===== src/rtl/cordic_iter.sv =====
// Iterative rotation-mode CORDIC: one micro-rotation per clock, producing cos/sin
// of a Q2.14 angle with the CORDIC gain pre-compensated in the initial x.
module cordic_iter #(
   parameter int WIDTH      = 16,
   parameter int ITERATIONS = 14,
   parameter int ITER_WIDTH = 4
) (
   input  logic                    clk,
   input  logic                    rst,
   input  logic                    start,
   input  logic signed [WIDTH-1:0] angle,
   output logic                    busy,
   output logic                    valid,
   output logic signed [WIDTH-1:0] cos_out,
   output logic signed [WIDTH-1:0] sin_out
);

   typedef enum logic {IDLE, RUN} state_t;

   localparam logic signed [WIDTH-1:0] ZMAX  = WIDTH'(25736);
   localparam logic signed [WIDTH-1:0] ZMIN  = -ZMAX;
   localparam logic signed [WIDTH-1:0] XINIT = WIDTH'(9949);
   localparam logic [ITER_WIDTH-1:0]   LAST  = ITER_WIDTH'(ITERATIONS - 1);

   function automatic logic signed [WIDTH-1:0] atan_lut(input logic [ITER_WIDTH-1:0] i);
      case (int'(i))
         0:       atan_lut = WIDTH'(12868);
         1:       atan_lut = WIDTH'(7596);
         2:       atan_lut = WIDTH'(4014);
         3:       atan_lut = WIDTH'(2037);
         4:       atan_lut = WIDTH'(1023);
         5:       atan_lut = WIDTH'(512);
         6:       atan_lut = WIDTH'(256);
         7:       atan_lut = WIDTH'(128);
         8:       atan_lut = WIDTH'(64);
         9:       atan_lut = WIDTH'(32);
         10:      atan_lut = WIDTH'(16);
         11:      atan_lut = WIDTH'(8);
         12:      atan_lut = WIDTH'(4);
         13:      atan_lut = WIDTH'(2);
         14:      atan_lut = WIDTH'(1);
         default: atan_lut = '0;
      endcase
   endfunction

   state_t                  state;
   logic signed [WIDTH-1:0] x, y, z;
   logic [ITER_WIDTH-1:0]   iter;

   logic signed [WIDTH-1:0] x_sh, y_sh, x_nx, y_nx, z_nx, z_init, atan_i;

   always_comb begin
      if (angle > ZMAX)      z_init = ZMAX;
      else if (angle < ZMIN) z_init = ZMIN;
      else                   z_init = angle;
   end

   // d = +1 when z is non-negative, i.e. rotate towards driving z to zero
   always_comb begin
      x_sh   = x >>> iter;
      y_sh   = y >>> iter;
      atan_i = atan_lut(iter);
      if (!z[WIDTH-1]) begin
         x_nx = x - y_sh;
         y_nx = y + x_sh;
         z_nx = z - atan_i;
      end else begin
         x_nx = x + y_sh;
         y_nx = y - x_sh;
         z_nx = z + atan_i;
      end
   end

   always_ff @(posedge clk or negedge rst) begin
      if (!rst) begin
         state   <= IDLE;
         busy    <= 1'b0;
         valid   <= 1'b0;
         cos_out <= '0;
         sin_out <= '0;
         x       <= '0;
         y       <= '0;
         z       <= '0;
         iter    <= '0;
      end else begin
         valid <= 1'b0;
         case (state)
            IDLE: begin
               if (start) begin
                  x     <= XINIT;
                  y     <= '0;
                  z     <= z_init;
                  iter  <= '0;
                  busy  <= 1'b1;
                  state <= RUN;
               end
            end
            RUN: begin
               x <= x_nx;
               y <= y_nx;
               z <= z_nx;
               if (iter == LAST) begin
                  cos_out <= x_nx;
                  sin_out <= y_nx;
                  valid   <= 1'b1;
                  busy    <= 1'b0;
                  state   <= IDLE;
               end else begin
                  iter <= iter + 1'b1;
               end
            end
            default: state <= IDLE;
         endcase
      end
   end

endmodule


===== config.mk =====
export PLATFORM = sky130hd
export DESIGN_NAME = cordic_iter
export DESIGN_NICKNAME = d
export VERILOG_FILES = /design/src/rtl/cordic_iter.sv
export SDC_FILE = /design/constraint.sdc
export NUM_CORES = 1
export LEC_CHECK = 0
export CAP_MARGIN = 20
export CORE_UTILIZATION = 35
export DETAILED_ROUTE_END_ITERATION = 12
export MAX_ROUTING_LAYER = met4
export SETUP_SLACK_MARGIN = 0.4
export SLEW_MARGIN = 20
export SYNTH_ARGS = -nofsm -noshare
export SYNTH_HDL_FRONTEND = slang
export SYNTH_SLANG_ARGS = --single-unit

===== constraint.sdc =====
create_clock -name clk -period 13.8 [get_ports clk]
set_clock_uncertainty 0.15 [all_clocks]
set_input_delay 2.76 -clock clk [delete_from_list [all_inputs] [get_ports clk]]
set_output_delay 2.76 -clock clk [all_outputs]
set_load 0.03 [all_outputs]

Word-level counts from Yosys, hierarchy flattened
Memories as Yosys holds them, arrays and structs flattened.
Cells that the tools add are included.
{"block": "totals", "n_memories": 1, "romBits": 224, "reg_bits": 87, "wordCells": 51, "out_inout_bits": 34}
{"block": "classes", "muxes": 22, "n_reduce_logical": 3, "add_sub_neg": 7, "magnitude_cmp": 2, "eq_ne": 4, "shifts": 2, "bitwise_logic": 1}
{"name": "(no name shown)", "depth": 16, "word_bits": 14, "rd": 1, "rd_clocked_by_memory_dff": 0, "wr": 0, "line": "26", "rtl": "case (int'(i))"}
{"cell": "$mux W16", "n": 8}
{"cell": "$pmux W16 S2", "n": 3}
{"cell": "$add A16 B16 Y16", "n": 3}
{"cell": "$sub A16 B16 Y16", "n": 3}
{"cell": "$sshr A16 B4 Y16", "n": 2}
{"cell": "$gt A16 B16 Y1 const B", "n": 1}
{"cell": "$lt A16 B16 Y1 const B", "n": 1}
{"cell": "$mux W4", "n": 2}
{"cell": "$pmux W4 S2", "n": 1}
{"cell": "$mux W1", "n": 6}
{"cell": "$reduce_and A2 Y1", "n": 3}
{"cell": "$add A4 B1 Y4 const B", "n": 1}
{"cell": "$eq A4 B4 Y1 const B", "n": 1}
{"cell": "$ne A2 B2 Y1 const B", "n": 2}
{"cell": "$pmux W1 S2", "n": 2}
{"cell": "$ne A2 B1 Y1 const B", "n": 1}
{"cell": "$not A1 Y1", "n": 1}

Longest topological paths before layout
Gate-level depths: netlist of run 1.
{"block": "logic_depth", "word_depth": 5, "mapped_depth": 25, "ltp_nobuf": 19}

Least setup slack after synthesis of run 1
No wires, ideal clock.
{"block": "synth_timing", "kind": "register to register", "from": "register iter[1]", "to": "register x[15]", "path_buffers": 2, "arrival_ps": 4655, "setup_slack_ps": 8869, "setup_ps": 126, "stages_incl_launch_ff": 19, "cell_sequence": "dfrtp_1 buf_4 clkbuf_1 mux4_1 a22o_1 a31oi_2 o2111a_1 nor2_1 xnor2_1 ha_1 a21o_1 a21oi_1 a21oi_1 o31ai_1 o311ai_0 o41ai_1 xor2_1 xnor2_1 a311o_1"}
{"block": "synth_between", "elab_chain_len": 4, "elab_cells_between_ends": 5, "cone_classes": "2 x add/sub; 1 x shift; 2 x mux"}
{"element": "start, declared", "line": "48", "rtl": "logic [ITER_WIDTH-1:0] iter;"}
{"element": "start signal, assigned", "line": "109", "rtl": "iter <= iter + 1'b1;"}
{"element": "$sshr A16 B4 Y16 *", "line": "61", "rtl": "y_sh = y >>> iter;"}
{"element": "$sub A16 B16 Y16 or $add A16 B16 Y16 (tied branches)", "line": "64, 68"}
{"element": "$mux W16 *", "line": "63", "rtl": "if (!z[WIDTH-1]) begin"}
{"element": "$pmux W16 S2 *", "line": "87", "rtl": "case (state)"}
{"element": "end signal, assigned", "line": "99", "rtl": "x <= x_nx;"}
{"element": "end, declared", "line": "47", "rtl": "logic signed [WIDTH-1:0] x, y, z;"}
Every way passes the cells marked *; elsewhere a longest branch is shown, timed or not.
A chain may end at the register's enable or synchronous reset.

Final worst setup path of run 1
{"block": "layout_timing", "from": "register iter[0]", "to": "register x[15]"}
Same word-level chain as after synthesis.

==> run_results.csv, run 1 <==
group,metric,value,unit
worst_hold_path,hp-start,"sin_out[3]",
clock_tree,clkTransAtPathRegs,0.06,ns
cells_and_area,drive_gt1_share,7.851,%
sta,relSlewSlack,32.72,%
clock_tree,cts_tree,"done",
floorplan,coreArea,23470,sq um
global_route,grt_pass1_wl,36.62,mm
global_route,grt_overflow,0,
worst_setup_path,cp_top_family,"compound AO/OA/AOI/OAI gates",
worst_setup_path,regToRegStartpoint,"iter[0]",
logic_synthesis,synth-async-reset-ratio,100.0,%
worst_setup_path,cp_data_arrival_time,5.97,ns
clock_tree,clockBufferDepth,2,
sta,fmaxAchievable,170.0,MHz
clock_tree,cts_sinks,87,
worst_setup_path,critPathBufInv,0,
route,route.detailed.drc,0,
logic_synthesis,synthFlopType,"dfrtp_1",
run,maxCapViolCount,0,
logic_synthesis,ys_ff_latch,87,
logic_synthesis,syn-num-nets,1080,
worst_setup_path,worstSetupPathType,"register to register",
sta,tns,0,ns
logic_synthesis,synth_edf_count,0,
worst_setup_path,slowest_delay,1.02,ns
clock_tree,postCtsHoldBufs,0,
logic_synthesis,yosys_warnings,0,
floorplan,start_util,35.73,%
cells_and_area,final_cell_mix,"nand2_1, o21ai_0, dfrtp_1, a21oi_1, nor2_1",
clock_tree,postCtsSetupBuffers,0,
worst_setup_path,worstPathRequired,13.88,ns
clock_tree,cts-root-buf,"clkbuf_16",
worst_setup_path,cp-startpoint,"iter[0]",
cells_and_area,area_growth_syn_to_layout,12.92,%
floorplan,dieHeight,156.8,microns
clock_tree,cts_resized,0,
route,wire_per_inst,16.44,microns
placement,dp_hpwl,16.37,mm
worst_setup_path,crit_fanout,47,
route,drt_wl_total,21.99,mm
logic_synthesis,synth.distinct_cells,70,
worst_setup_path,path_cells,"mux4_1 -> a22o_1 -> a31oi_2 -> o2111a_1 -> nor2_1 -> xnor2_1 -> ha_1 -> a21o_1 -> a21oi_1 -> a21oi_1 -> o31ai_1 -> o311ai_0 -> o41ai_1 -> xor2_1 -> xnor2_1 -> a311o_1",
global_route,grt_use_met2,28.83,%
sta,drv_slew,0,
placement,io_buffers,52,
sta,rsz0062_at_grt,"no",
logic_synthesis,syn_area,8387,sq um
floorplan,die_area,24580,sq um
clock_tree,clkLatencyLatePin,0.35,ns
worst_hold_path,hp-class,"register to register",
sta,tightest_slew,1.009,ns
route,routed_via_density,5.516,
global_route,grt_use_total,19.44,%
logic_synthesis,synthCells,994,
cells_and_area,final-seq-area,2178,sq um
worst_setup_path,crit_path_start_kind,"register",
cells_and_area,n_fill_cell,2369,
floorplan,ios,53,
sta,finalHoldViolCount,0,
sta,setup_viol,0,
sta,timing.final.crit_share,42.64,%
global_route,use_met1,27.97,%
global_route,first_global_vias,6893,
clock_tree,htree_num_levels,3,
cells_and_area,diodes,0,
route,firstDrtPassIters,5,
status,status,"complete, no violations",
placement,gp_congestion,0.9141,
floorplan,die_w,156.8,microns
worst_setup_path,cpMaxStageDelayCell,"dfrtp_2",
route,postRouteAntennaNets,0,
logic_synthesis,synth_area_per_cell,8.437,sq um
global_route,grt.busiest_layer,"met2",
global_route,antenna_found_initial,0,
worst_setup_path,end_kind,"register",
global_route,grt_max_degree,66,
route,via_count,7381,
clock_tree,cts_buffers,9,
sta,final.min_clock_period,5.884,ns
global_route,gr-usage-met3,2.326,%
cells_and_area,final_common_cell,"nand2_1",
route,first_iter_violations,540,
cells_and_area,multi_input_area,5786,sq um
logic_synthesis,synth-seq-area-share,25.96,%
floorplan,rows,56,
cells_and_area,nets,1100,
## worst reg2reg max path: stages (launching register included)
cell	delay, ns
dfrtp_2	1.02
mux4_1	0.74
a22o_1	0.27
a31oi_2	0.34
o2111a_1	0.34
nor2_1	0.07
xnor2_1	0.15
ha_1	0.33
a21o_1	0.17
a21oi_1	0.17
a21oi_1	0.12
o31ai_1	0.44
o311ai_0	0.24
o41ai_1	0.36
xor2_1	0.36
xnor2_1	0.13
a311o_1	0.37
## routing by layer
layer  part of all wire (%)  up-vias
li1                       -     3668
met1                     51     3527
met2                     44      169
met3                    3.9       17
met4                    1.4        0
met5                      0        -
## logic make-up (layout without fill, tap and decap cells)
logic type	Yosys count	after routing	synth area share, %
adders and majority gates	67	67	10.26
DFF	87	87	25.96
buffers and inverters	95	120	5.057
xor gates and xnor gates	77	77	8.041
AOI/OAI and AO/OA	309	309	23.11
and+or+nand+nor	303	303	16.38
muxes	56	56	11.19
## per-stage QoR
step / hold slack, ns / setup slack [ns] / instances / instance area, sq um / utilization, %
after floorplan: 0.3432 / 8.869 / 994 / 8387 / -
after global placement: 0.3122 / 8.021 / 1322 / 9125 / 38.88
after detailed placement: 0.3114 / 7.909 / 1322 / 9125 / 38.88
after CTS: 0.3281 / 7.891 / 1338 / 9470 / 40.35
after global routing: 0.3527 / 7.430 / 1338 / 9470 / 40.35
final: 0.3233 / 7.916 / 1338 / 9470 / 40.35
## cell type report
class                   count  share of cell area (%)
multi-input cells         812                   61.09
flip-flops and latches     87                   23.00
inverters                  39                   1.546
well taps                 319                   4.215
clock inverters             7                   1.268
repair buffers             65                   6.500
clock buffers               9                   2.378
## synth_stat cells (all sizes together), types with 4 or more instances
master	instances	share of area [%]
o21ai	91	5.4
o22ai	6	0.45
xnor2	34	3.6
dfrtp	87	26
or2	6	0.45
clkbuf	37	1.7
nor2	81	3.6
mux2i	15	1.8
nor2b	13	0.97
buf	19	1.6
nand4	8	0.60
mux2	15	2.0
ha	64	9.5
o31ai	13	1.2
a22oi	7	0.63
nor3b	6	0.54
xor2	43	4.5
a31oi	20	1.6
o41ai	5	0.61
and3	4	0.30
nand2b	7	0.52
a211oi	11	0.98
o21a	9	0.81
mux4	26	7.4
inv	39	1.7
nand2	120	5.4
a21oi	82	4.9
a21boi	6	0.54
a21o	19	1.7
or3	8	0.60
nor3	22	1.3
o211ai	10	0.90
nand3	16	0.95
## final timing paths
path / depth (start not counted) / slack, ns / to
max: 16 / 7.92 / x[15]
min: 2 / 0.32 / sin_out[3]
max reg2reg: 16 / 7.92 / x[15]
min reg2reg: 2 / 0.32 / sin_out[3]
max in group asynchronous: 2 / 10.22 / iter[0]
min in group asynchronous: 1 / 2.27 / cos_out[5]
## registers in the layout (all words and copies together) (netlist names)
signal / cells
sin_out: 16
x: 16
busy: 1
y: 16
valid: 1
cos_out: 16
z: 16
state: 1
iter: 4
Power of run 1 is not shown: default switching activity piles up to over one toggle a cycle in this logic, so the estimate is an artifact.
==> run 2: changes to the inputs <==
clock period = 4.7 ns   (was 13.8 ns; I/O delays follow)
==> run 2 against run 1 <==
Compared with the run above:
- sequential cell count stayed put
- cell count is 11% higher
- die area stayed put
- first-iteration DRC count is 16% higher
- final area is 19% higher
- critical path depth is 3 higher
- non-clock buffer count is 146 higher
- largest cell class unchanged
==> run_results.csv, run 2 (synthesis gave the netlist of run 1 again) <==
group,metric,value,unit
placement,dp_cells,1410,
global_route,grt_use_met2,33.21,%
global_route,grt.busiest_layer,"met2",
global_route,first_global_vias,7576,
clock_tree,clkTransAtPathRegs,0.07,ns
worst_setup_path,worstSetupPathType,"register to register",
floorplan,start_util,35.73,%
sta,final.min_clock_period,4.539,ns
floorplan,ios,53,
global_route,use_met1,29.29,%
sta,setup_viol,0,
cells_and_area,nets,1246,
worst_setup_path,slowest_delay,0.53,ns
worst_setup_path,end_kind,"register",
placement,dpl_cell_area,9886,sq um
placement,dp_hpwl,18.11,mm
worst_setup_path,cpMaxStageDelayCell,"mux4_2",
worst_setup_path,crit_fanout,3,
global_route,grt_use_total,21.37,%
clock_tree,cts_tree,"done",
worst_setup_path,path_cells,"buf_4 -> mux2_2 -> mux2_2 -> mux4_2 -> a2111oi_4 -> buf_4 -> nand2_2 -> buf_4 -> nor2_2 -> nor2_1 -> xor2_1 -> ha_2 -> nand2_2 -> o311ai_4 -> o41ai_2 -> xor2_1 -> buf_4 -> mux2i_1 -> a311o_1",
clock_tree,clockBufferDepth,2,
global_route,antenna_found_initial,0,
floorplan,rows,56,
cells_and_area,drive_gt1_share,28.84,%
route,route.detailed.drc,0,
sta,fmaxAchievable,220.3,MHz
clock_tree,postCtsHoldBufs,0,
cells_and_area,post-route-util,47.92,%
floorplan,coreArea,23470,sq um
sta,tightest_slew,0.9189,ns
sta,worst_slack,0.1610,ns
worst_setup_path,worstPathRequired,4.79,ns
worst_hold_path,hp-class,"register to register",
placement,place_ws,-0.01720,ns
cells_and_area,final_cell_mix,"buf_4, nand2_1, dfrtp_1, nor2_1, o21ai_0",
clock_tree,clkLatencyLatePin,0.36,ns
cells_and_area,instances_no_fill,1484,
global_route,gr-usage-met3,2.132,%
global_route,grt_overflow,0,
sta,rsz0062_at_grt,"yes",
worst_setup_path,cp_data_arrival_time,4.63,ns
cells_and_area,diodes,0,
sta,relSlewSlack,38.37,%
cells_and_area,final_area,11250,sq um
floorplan,die_area,24580,sq um
route,drt_wl_total,25.33,mm
cells_and_area,area_growth_syn_to_layout,34.12,%
worst_setup_path,crit_path_start_kind,"register",
sta,timing.final.crit_share,96.57,%
cells_and_area,final_common_cell,"buf_4",
status,status,"complete, no violations",
sta,finalHoldViolCount,0,
clock_tree,cts_sinks,87,
run,maxCapViolCount,0,
route,postRouteAntennaNets,0,
global_route,grt_max_degree,66,
floorplan,die_w,156.8,microns
placement,gp_congestion,0.9342,
clock_tree,htree_num_levels,3,
clock_tree,cts-root-buf,"clkbuf_16",
placement,io_buffers,52,
route,via_count,8108,
global_route,grt_pass1_wl,39.94,mm
route,wire_per_inst,17.07,microns
route,firstDrtPassIters,5,
route,first_iter_violations,629,
floorplan,dieHeight,156.8,microns
sta,drv_slew,0,
worst_setup_path,crit_top_cell,"buf_4",
route,routed_via_density,5.464,
clock_tree,cts_buffers,9,
==> run 2: metrics by stage <==
stage	setup TNS (ns)	hold slack (ns)
finish	0	0.3243
global route	-0.02795	0.3469
CTS	0	0.3349
detailed placement	-0.03101	0.3169
global placement	0	0.3100
floorplan	-0.04764	0.3432
==> run 2: final timing paths <==
| check | start | endpoint | slack [ns] | cells after the start |
|---|---|---|---|---|
| min in group asynchronous | rst | x[6] | 0.52 | 1 |
| min | sin_out[8] | sin_out[8] | 0.32 | 2 |
| max in group asynchronous | rst | y[11] | 3.01 | 2 |
| max reg2reg | iter[0] | x[15] | 0.16 | 19 |
| min reg2reg | sin_out[8] | sin_out[8] | 0.32 | 2 |
| max | iter[0] | x[15] | 0.16 | 19 |
==> run 2: timing repair <==
item / 4_1_cts / 5_1_grt
setup buffers: 31 / 25
cloned: 1 / 1
pin swaps: 46 / 51
resized for setup: 62 / 102
setup endpoints to repair: 26 / 35
==> run 2: layout make-up <==
cell class,instances,area (sq um)
clock buffers,9,225.2
clock inverters,7,78.83
fillers,2238,12220
inverters,39,155.1
multi-input cells,812,6366
flip-flops and latches,87,2181
well taps,319,399.1
repair buffers,211,1843
==> run 2: critical path, delay by kind of cell, from the launching register on <==
kind                       cells  cell delay (ns)
adders and majority gates      1             0.35
DFF                            1             0.41
AOI/OAI and AO/OA              4             0.97
buffers and inverters          4             0.62
and+or+nand+nor                4             0.31
xor gates and xnor gates       2             0.33
muxes                          4             1.28
==> run 2: layer usage <==
| metal | wire length [microns] | vias to the layer above |
|---|---|---|
| met5 | 0 | - |
| met4 | 460 | 0 |
| met3 | 1087 | 29 |
| met2 | 11710 | 210 |
| met1 | 12060 | 3917 |
| li1 | - | 3952 |
Power of run 2 is left out for the same reason.
==> run 3: changes to the inputs <==
CAP_MARGIN = 25   (was 20)
PLACE_DENSITY = 0.65   (was unset)
==> run 3 against run 2 <==
Compared with the run above:
- the run now ends with negative setup slack left
- sequential cell count unchanged
- non-clock buffer count decreased by 29
- register-to-register slack got worse by 0.19 ns
- sequential share of layout area increased by 0.36 points
- cell count decreased by 2.0%
- die area unchanged
- setup slack got worse by 0.19 ns
- critical endpoint unchanged
- highest routed layer unchanged
==> run_results.csv, run 3 (synthesis gave the netlist of run 1 again) <==
group,metric,value,unit
status,status,"finished with violations",
status,violations,"negative setup slack",
global_route,grt_overflow,0,
route,firstDrtPassIters,5,
worst_setup_path,end_kind,"register",
clock_tree,cts_sinks,87,
route,first_iter_violations,565,
sta,rsz0062_at_grt,"yes",
sta,final.min_clock_period,4.724,ns
floorplan,die_w,156.8,microns
cells_and_area,n_fill_cell,2206,
worst_setup_path,crit_top_cell,"buf_6",
floorplan,dieHeight,156.8,microns
placement,io_buffers,52,
worst_setup_path,worstSetupPathType,"register to register",
global_route,grt_use_met2,33.84,%
run,maxCapViolCount,0,
worst_setup_path,cpMaxStageDelayCell,"mux4_2",
worst_setup_path,slowest_delay,0.52,ns
global_route,first_global_vias,7665,
sta,timing.final.crit_share,100.5,%
clock_tree,cts_tree,"done",
sta,worst_slack,-0.02429,ns
cells_and_area,diodes,0,
route,wire_per_inst,17.46,microns
placement,gp_congestion,0.9018,
cells_and_area,final_common_cell,"buf_4",
global_route,grt_pass1_wl,40.31,mm
route,route.detailed.drc,0,
floorplan,rows,56,
clock_tree,htree_num_levels,3,
route,drt_wl_total,25.40,mm
sta,holdWs,0.3249,ns
cells_and_area,final-seq-area,2178,sq um
worst_setup_path,path_cells,"buf_6 -> buf_6 -> buf_6 -> mux4_2 -> buf_4 -> nand2_1 -> nand2_2 -> a2111oi_4 -> a41o_1 -> o21ai_0 -> xnor2_1 -> ha_1 -> nand2_2 -> or2_2 -> o311ai_4 -> o41ai_2 -> xor2_1 -> buf_4 -> mux2i_1 -> a311o_1",
worst_setup_path,r2r_cells,20,
route,postRouteAntennaNets,0,
clock_tree,cts_buffers,9,
sta,tns,-0.02429,ns
sta,finalHoldViolCount,0,
route,via_count,8069,
sta,tightest_slew,1.052,ns
cells_and_area,area_growth_syn_to_layout,31.55,%
worst_hold_path,hp-class,"register to register",
floorplan,ios,53,
worst_setup_path,cp_data_arrival_time,4.81,ns
global_route,antenna_found_initial,0,
worst_setup_path,rrSetupSlack,-0.02,ns
sta,setup_viol,1,
sta,relSlewSlack,29.81,%
cells_and_area,multi_input_area,6341,sq um
clock_tree,clockBufferDepth,2,
floorplan,coreArea,23470,sq um
route,routed_via_density,5.546,
clock_tree,postCtsHoldBufs,0,
floorplan,die_area,24580,sq um
cells_and_area,nets,1217,
worst_hold_path,min_path_cells,2,
worst_setup_path,worstPathRequired,4.79,ns
sta,drv_slew,0,
clock_tree,clkTransAtPathRegs,0.07,ns
worst_setup_path,crit_fanout,7,
sta,fmaxAchievable,211.7,MHz
global_route,gr-usage-met3,1.828,%
placement,dp_hpwl,17.84,mm
global_route,use_met1,28.94,%
global_route,grt_max_degree,62,
floorplan,start_util,35.73,%
cells_and_area,final_cell_mix,"buf_4, nand2_1, dfrtp_1, nor2_1, o21ai_0",
clock_tree,cts-root-buf,"clkbuf_16",
global_route,grt_use_total,21.51,%
clock_tree,clkLatencyLatePin,0.36,ns
cells_and_area,drive_gt1_share,25.70,%
global_route,grt.busiest_layer,"met2",
worst_setup_path,crit_path_start_kind,"register",
[run 3: worst max-delay path: cells and delay by family, from the launching register on]
kind | cells | cell delay [ns]
muxes | 2 | 0.59
buffers and inverters | 5 | 0.63
adders and majority gates | 1 | 0.30
xor gates and xnor gates | 2 | 0.45
DFF | 1 | 0.43
and+or+nand+nor | 4 | 0.42
AOI/OAI and AO/OA | 6 | 1.62
[run 3: final cells by class]
cell class | instances | area share (%)
clock buffer | 10 | 2.075
timing repair buffer | 182 | 14.84
clock inverter | 6 | 0.8505
sequential | 87 | 19.74
inverter | 39 | 1.395
multi-input combinational | 812 | 57.47
tap | 319 | 3.618
[run 3: final timing paths]
kind,endpoint,start
worst max register to register,x[15],iter[0]
max in group asynchronous,y[12],rst
min in group asynchronous,cos_out[0],rst
worst min-delay path,sin_out[11],sin_out[11]
worst min register to register,sin_out[11],sin_out[11]
worst max-delay path,x[15],iter[0]
[run 3: timing repair]
action                                  CTS  global route
setup buffers                            28            32
endpoints found under the setup margin   22            38
gates cloned                              1             1
pin swaps                                31            62
gates resized for setup                  42            91
[run 3: stage by stage]
stage,area (sq um),utilization (%),std cells,setup WS [ns]
2_1_floorplan,8453,-,994,-0.04764
3_3_place_gp,9663,41.17,1377,-0.007321
3_5_place_dp,9663,41.17,1377,-0.05616
4_1_cts,10390,44.24,1422,0.09330
5_1_grt,11030,47.00,1455,-0.2049
6_report,11030,47.00,1455,-0.02429
[run 3: metal layers]
metal	vias up	part of all wire, %
met3	45	4.8
met4	0	2.6
met1	3931	47
li1	3876	-
met5	-	0
met2	217	46
Power of run 3 is left out for the same reason.
